==> src/rtl/mem_access_ctrl.sv <==
// Two-port (core / loader) access controller in front of a single-port word RAM.
// Round-robin arbitration, RV32I sub-word loads and read-modify-write sub-word stores.
module mem_access_ctrl #(
    parameter int unsigned DATA_WIDTH = 32,
    parameter int unsigned ADDR_BITS  = 32,
    parameter int unsigned MEM_WORDS  = 1025
) (
    input  logic                  clk,
    input  logic                  rst,
    input  logic                  core_req,
    input  logic                  core_we,
    input  logic [ADDR_BITS-1:0]  core_addr,
    input  logic [2:0]            core_funct3,
    input  logic [DATA_WIDTH-1:0] core_wdata,
    output logic                  core_ack,
    output logic                  core_err,
    output logic [DATA_WIDTH-1:0] core_rdata,
    input  logic                  ld_req,
    input  logic                  ld_we,
    input  logic [ADDR_BITS-1:0]  ld_addr,
    input  logic [DATA_WIDTH-1:0] ld_wdata,
    output logic                  ld_ack,
    output logic                  ld_err,
    output logic [DATA_WIDTH-1:0] ld_rdata,
    output logic [ADDR_BITS-1:0]  ram_addr,
    output logic [DATA_WIDTH-1:0] ram_wd,
    output logic                  ram_we,
    input  logic [DATA_WIDTH-1:0] ram_rd,
    output logic                  busy
);

    localparam logic [1:0] StIdle   = 2'd0;
    localparam logic [1:0] StAccess = 2'd1;
    localparam logic [1:0] StWrite  = 2'd2;
    localparam logic [1:0] StDone   = 2'd3;

    localparam logic [ADDR_BITS-1:0] MemWordsA = ADDR_BITS'(MEM_WORDS);

    logic [1:0]            state_q, state_d;
    logic                  last_ld_q;
    logic                  sel_ld_q;
    logic                  we_q;
    logic [2:0]            f3_q;
    logic [1:0]            off_q;
    logic [DATA_WIDTH-1:0] wdata_q;
    logic [ADDR_BITS-1:0]  word_q;
    logic [DATA_WIDTH-1:0] merged_q;
    logic                  core_ack_q, core_err_q, ld_ack_q, ld_err_q;
    logic [DATA_WIDTH-1:0] core_rdata_q, ld_rdata_q;

    // Grant-cycle decode of the winning requester.
    logic                  any_req, grant_ld, g_we, f3_ok, misalign, oor, reject;
    logic [ADDR_BITS-1:0]  g_addr, g_word;
    logic [2:0]            g_f3;
    logic [DATA_WIDTH-1:0] g_wdata;

    always_comb begin
        any_req  = core_req | ld_req;
        grant_ld = ld_req & (~core_req | ~last_ld_q);
        g_we     = grant_ld ? ld_we    : core_we;
        g_addr   = grant_ld ? ld_addr  : core_addr;
        g_wdata  = grant_ld ? ld_wdata : core_wdata;
        g_f3     = grant_ld ? 3'b010   : core_funct3;
        g_word   = g_addr >> 2;
        if (g_we) f3_ok = g_f3 inside {3'b000, 3'b001, 3'b010};
        else      f3_ok = g_f3 inside {3'b000, 3'b001, 3'b010, 3'b100, 3'b101};
        misalign = ((g_f3[1:0] == 2'b01) && g_addr[0]) ||
                   ((g_f3[1:0] == 2'b10) && (g_addr[1:0] != 2'b00));
        oor      = g_word >= MemWordsA;
        reject   = ~f3_ok | misalign | oor;
    end

    // Load extraction and sub-word merge, both working off the RAM read in ACCESS.
    logic [4:0]            sh;
    logic [DATA_WIDTH-1:0] shifted, load_data, mask, ins, merged_d;
    logic                  st_word, st_sub;

    always_comb begin
        sh      = {off_q, 3'b000};
        shifted = ram_rd >> sh;
        case (f3_q)
            3'b000:  load_data = {{(DATA_WIDTH-8){shifted[7]}}, shifted[7:0]};
            3'b100:  load_data = {{(DATA_WIDTH-8){1'b0}}, shifted[7:0]};
            3'b001:  load_data = {{(DATA_WIDTH-16){shifted[15]}}, shifted[15:0]};
            3'b101:  load_data = {{(DATA_WIDTH-16){1'b0}}, shifted[15:0]};
            default: load_data = ram_rd;
        endcase
        if (f3_q[1:0] == 2'b00) begin
            mask = DATA_WIDTH'(8'hFF) << sh;
            ins  = DATA_WIDTH'(wdata_q[7:0]) << sh;
        end else begin
            mask = DATA_WIDTH'(16'hFFFF) << sh;
            ins  = DATA_WIDTH'(wdata_q[15:0]) << sh;
        end
        merged_d = (ram_rd & ~mask) | ins;
        st_word  = we_q & (f3_q[1:0] == 2'b10);
        st_sub   = we_q & (f3_q[1:0] != 2'b10);
    end

    // Completion bookkeeping: fin marks the edge that enters DONE.
    logic fin, fin_ld, fin_err, fin_we;

    always_comb begin
        state_d = state_q;
        case (state_q)
            StIdle:   if (any_req) state_d = reject ? StDone : StAccess;
            StAccess: state_d = st_sub ? StWrite : StDone;
            StWrite:  state_d = StDone;
            default:  state_d = StIdle;
        endcase
        fin     = (state_d == StDone) && (state_q != StDone);
        fin_err = (state_q == StIdle);
        fin_ld  = (state_q == StIdle) ? grant_ld : sel_ld_q;
        fin_we  = (state_q == StIdle) ? g_we : we_q;
    end

    always_ff @(posedge clk) begin
        if (rst) begin
            state_q      <= StIdle;
            last_ld_q    <= 1'b1;
            sel_ld_q     <= 1'b0;
            we_q         <= 1'b0;
            f3_q         <= 3'b000;
            off_q        <= 2'b00;
            wdata_q      <= '0;
            word_q       <= '0;
            merged_q     <= '0;
            core_ack_q   <= 1'b0;
            core_err_q   <= 1'b0;
            core_rdata_q <= '0;
            ld_ack_q     <= 1'b0;
            ld_err_q     <= 1'b0;
            ld_rdata_q   <= '0;
        end else begin
            state_q    <= state_d;
            core_ack_q <= 1'b0;
            core_err_q <= 1'b0;
            ld_ack_q   <= 1'b0;
            ld_err_q   <= 1'b0;
            if (state_q == StIdle && any_req) begin
                sel_ld_q  <= grant_ld;
                last_ld_q <= grant_ld;
                we_q      <= g_we;
                f3_q      <= g_f3;
                off_q     <= g_addr[1:0];
                wdata_q   <= g_wdata;
                word_q    <= g_word;
            end
            if (state_q == StAccess && st_sub) merged_q <= merged_d;
            if (fin) begin
                if (fin_ld) begin
                    ld_ack_q <= 1'b1;
                    ld_err_q <= fin_err;
                    if (!fin_we) ld_rdata_q <= fin_err ? '0 : load_data;
                end else begin
                    core_ack_q <= 1'b1;
                    core_err_q <= fin_err;
                    if (!fin_we) core_rdata_q <= fin_err ? '0 : load_data;
                end
            end
        end
    end

    assign core_ack   = core_ack_q;
    assign core_err   = core_err_q;
    assign core_rdata = core_rdata_q;
    assign ld_ack     = ld_ack_q;
    assign ld_err     = ld_err_q;
    assign ld_rdata   = ld_rdata_q;

    // Reset gates the write strobe so an aborted access never lands at the reset edge.
    assign ram_addr = word_q;
    assign ram_we   = ~rst & (((state_q == StAccess) && st_word) || (state_q == StWrite));
    assign ram_wd   = (state_q == StWrite) ? merged_q :
                      ((state_q == StAccess) && st_word) ? wdata_q : '0;
    assign busy     = state_q != StIdle;

endmodule

==> config.mk <==
export PLATFORM = sky130hd
export DESIGN_NAME = mem_access_ctrl
export DESIGN_NICKNAME = d
export VERILOG_FILES = /design/src/rtl/mem_access_ctrl.sv
export SDC_FILE = /design/constraint.sdc
export NUM_CORES = 1
export LEC_CHECK = 0
export ABC_AREA = 1
export CAP_MARGIN = 20
export CELL_PAD_IN_SITES_DETAIL_PLACEMENT = 1
export CELL_PAD_IN_SITES_GLOBAL_PLACEMENT = 2
export CORE_MARGIN = 4
export CORE_UTILIZATION = 24
export CTS_BUF_LIST = sky130_fd_sc_hd__clkbuf_8
export CTS_CLUSTER_SIZE = 8
export DETAILED_ROUTE_END_ITERATION = 10
export PLACE_DENSITY = 0.8
export SYNTH_ARGS = -nofsm -noshare
export SYNTH_HDL_FRONTEND = slang
export SYNTH_SLANG_ARGS = --single-unit
==> constraint.sdc <==
create_clock -name clk -period 2.29 [get_ports clk]
set_input_delay 0.3435 -clock clk [delete_from_list [all_inputs] [get_ports clk]]
set_output_delay 0.3435 -clock clk [all_outputs]
set_load 0.05 [all_outputs]
==> summary.md <==
| Metric | Value |
|---|---|
| Run status | `complete, but fails checks` |
| CP max FO | `19` |
| Vias in the first global route | `11018` |
| Met3 routed WL | `2613 microns` |
| Max-slew headroom | `0.4565` |
| Fillers | `4483` |
| Ant diodes | `0` |
| Minimum clock period | `2.325 ns` |
| Via count | `10645` |
| Iteration-0 DRC Markers | `579` |
| Ys Warns | `0` |
| Drt pass-1 iters | `5` |
| Actual slew at the worst max-slew pin | `0.8144 ns` |
| Die area | `40660 sq um` |
| Required time of the critical path | `2.68 ns` |
| Cell chain of the critical path | `clkdlybuf4s50_1, nand2_4, nand2_8, buf_12, clkbuf_16, nand2_2, nand2_1, nand2_1, nor2_1, nand3_1, nor2_2, nand2_2, nand2_2, nand2_4, nand4_4, buf_12, nand2_1, nand2_1, nor2_1` |
| I/O Pins | `303` |
| Arrival time worst endpoint | `2.71 ns` |
| Part of the Yosys area used for sequential elements | `0.3826` |
| Leakage | `6.627 nW` |
| Failing checks | `negative setup slack` |
| First-pass GRT wire length | `64910 microns` |
| Final ANT Viol Nets | `0` |
| Slowest library cell on the worst path | `clkdlybuf4s50_1` |
| Quantity of I/O buffers inserted on ports | `300` |
| Cts bufs inserted | `17` |
| Worst R2R Path Depth | `18` |
| Clk_skew | `0.01718 ns` |
| Max incr delay on CP | `0.52 ns` |
| CP endpoint kind | `flop` |
| Total power | `18.92 mW` |
| Clock sink count | `172` |
| Final Setup Violations | `17` |
| Setup CP Type | `in2reg` |
| WHS Path Cells | `3` |
| Layout cell share with drive strength beyond 1 | `0.2007` |
| Total track usage | `0.2035` |
| Clock Tree Root | `clkbuf_8` |
| Sum Neg Setup Slack | `-0.1387 ns` |
| Total wire length | `43890 microns` |
| Die Y | `201.6 microns` |
| Top routing layer in use | `met4` |
| Max_cap viols | `0` |
| Max-slew violations | `0` |
| CTS tree | `built` |
| # H-tree levels | `4` |
| Place WS | `-0.6587 ns` |
| Vias per cell | `4.769` |
| Grt ovf | `0` |
| Post-Synthesis Cell Area | `8999 sq um` |
| DRC errors left | `0` |
| RSZ-0062 raised after global routing | `yes` |
| Cells after synthesis | `1402` |
| Most frequent CP cell | `nand2_1` |
| Initial Utilization | `0.2446` |
| Synthesis-to-finish area growth | `68.26%` |
| Yosys cell types | `33` |
| Number of synthesized register bits | `172` |
| F_max | `0.4301 GHz` |
| Final worst slack | `-0.03500 ns` |
| CTS max path bufs | `2` |
| Hold_ws | `0.4145 ns` |
| Pin count of the biggest net entering global routing | `99` |
| Final worst-path cycle share | `1.015` |
| Final cell utilization of the core | `0.4116` |
| # rows | `70` |
| Reg clk slew, reported paths | `0.10 ns` |
| Layout net count | `1924` |
| Peak VDD IR | `0.0004424 V` |
| CP Launch Type | `primary input` |
| Syn Area/Cell | `6.418 sq um` |
| Floorplan die width | `201.6 microns` |
| Min-Delay Path Class | `in2reg` |
| Antenna violations before repair | `0` |
| Met2 WL | `21300 microns` |
| Cell Pwr Density | `1250 nW/um^2` |
| Hpwl dp | `32100 microns` |
| GPL Wtd Cong | `0.8792` |
| Post-Route M1 WL | `18950 microns` |
| Core box area | `36790 sq um` |
| Fin. Hold Viols | `0` |
| Worst-skew pair later-pin latency | `0.50 ns` |
| Mean routed wirelength per cell | `19.66 microns` |
-- flip-flops by register name, summed over array words and instances, names as in the netlist --
signal and cells:
state_q 2, core_rdata 32, wdata_q 32, merged_q 32
ld_ack 1, off_q 2, last_ld_q 1, f3_q 3
ld_rdata 32, core_err 1, core_ack 1, sel_ld_q 1
we_q 1, ram_addr 30, ld_err 1
-- stage by stage --
stage / cell area (sq um) / std cells
floorplan: 9020 / 1403
global placement: 13380 / 2169
detailed placement: 13380 / 2169
CTS: 14280 / 2212
global route: 15140 / 2232
finish: 15140 / 2232
-- per-layer routing --
layer	vias up	track usage
li1	5189	-
met1	5107	0.2559
met2	297	0.3443
met3	52	0.05512
met4	0	0.05566
met5	-	0
-- worst max-delay path: cells and delay by family --
| family | cells | cell delay [ns] |
|---|---|---|
| buf+inv | 4 | 1.00 |
| simple gates | 15 | 1.36 |
-- path summary, 6_finish.rpt --
check	from	end	slack (ns)
setup reg to reg	last_ld_q	ld_rdata[24]	-0.02
hold reg to reg	merged_q[3]	merged_q[3]	0.49
setup / recovery	core_req	ld_rdata[24]	-0.04
hold / removal	ld_wdata[8]	wdata_q[8]	0.41
-- report_power, final --
group	switching, mW	leakage, nW	internal (mW)	total (mW)
logic	7.43	4.99	4.20	11.6
clock network	1.28	0.223	1.22	2.50
registers	0.790	1.41	4.00	4.79
-- synth_stat cells --
master | number | area (sq um)
nand2_1 | 381 | 1430
inv_1 | 199 | 747.0
dfxtp_1 | 172 | 3443
nor2_1 | 145 | 544.3
o21ai_0 | 122 | 610.6
a21oi_1 | 70 | 350.3
clkbuf_1 | 59 | 221.5
nand3_1 | 46 | 230.2
a31oi_1 | 43 | 269.0
o211ai_1 | 33 | 247.7
buf_2 | 24 | 120.1
nand3b_1 | 19 | 142.6
o221ai_1 | 16 | 140.1
o22ai_1 | 16 | 100.1
a221oi_1 | 7 | 61.31
o21ai_1 | 7 | 35.03
buf_1 | 6 | 22.52
buf_4 | 5 | 37.54
nor3_1 | 5 | 25.02
ha_1 | 4 | 50.05
inv_2 | 4 | 15.01
nand2_2 | 4 | 25.02
o21bai_1 | 3 | 22.52
and2_1 | 2 | 12.51
nor3b_2 | 2 | 25.02
clkinv_1 | 1 | 3.750
conb_1 | 1 | 3.750
inv_4 | 1 | 6.260
mux2i_1 | 1 | 10.01
nand3_2 | 1 | 10.01
nand4_4 | 1 | 21.27
o21ai_2 | 1 | 8.760
or2_2 | 1 | 6.260
-- cell type report --
cell class                      instances  area (sq um)  area share
Tap cell                              468         585.6     0.03867
Inverter                              205         783.3     0.05173
Sequential cell                       172          3452      0.2280
Timing Repair Buffer                  422          4686      0.3095
Clock inverter                         14         191.4     0.01264
Multi-Input combinational cell        933          5195      0.3431
Clock buffer                           18         247.7     0.01636
-- cell families (layout without fill, tap and decap cells) --
family                     count (synthesis)  count (layout)  share of synthesized area
DFF                                      172             172                     0.3826
muxes                                      1               1                   0.001112
adders and majority gates                  4               4                   0.005562
and+or+nand+nor                          607             608                     0.2747
buffers and inverters                    299             659                     0.1304
other                                      1               2                  0.0004167
AOI/OAI and AO/OA                        318             318                     0.2051
-- what timing repair did --
action / in CTS / in global routing
cloned: 6 / 10
pin swaps: 3 / 38
hold buffers: 0 / 0
setup endpoints to repair: 97 / 101
buffers inserted: 5 / 12
gates resized for setup: 77 / 145
-- cells in the final DEF (no fill, tap or decap), types with 13 or more instances in the layout --
cell type        synthesis  layout
nand2_1                381     321
clkdlybuf4s50_1          0     265
inv_1                  199     196
dfxtp_1                172     167
nor2_1                 145     130
o21ai_0                122     104
buf_4                    5      89
a21oi_1                 70      69
nand2_2                  4      50
buf_12                   0      47
a31oi_1                 43      43
o211ai_1                33      33
nand3_2                  1      23
nand3b_1                19      19
clkbuf_8                 0      18
o22ai_1                 16      16
o221ai_1                16      16
nand2_4                  0      13
o21ai_2                  1      13
nand3_1                 46      13
(Power assumes the default switching activity.)
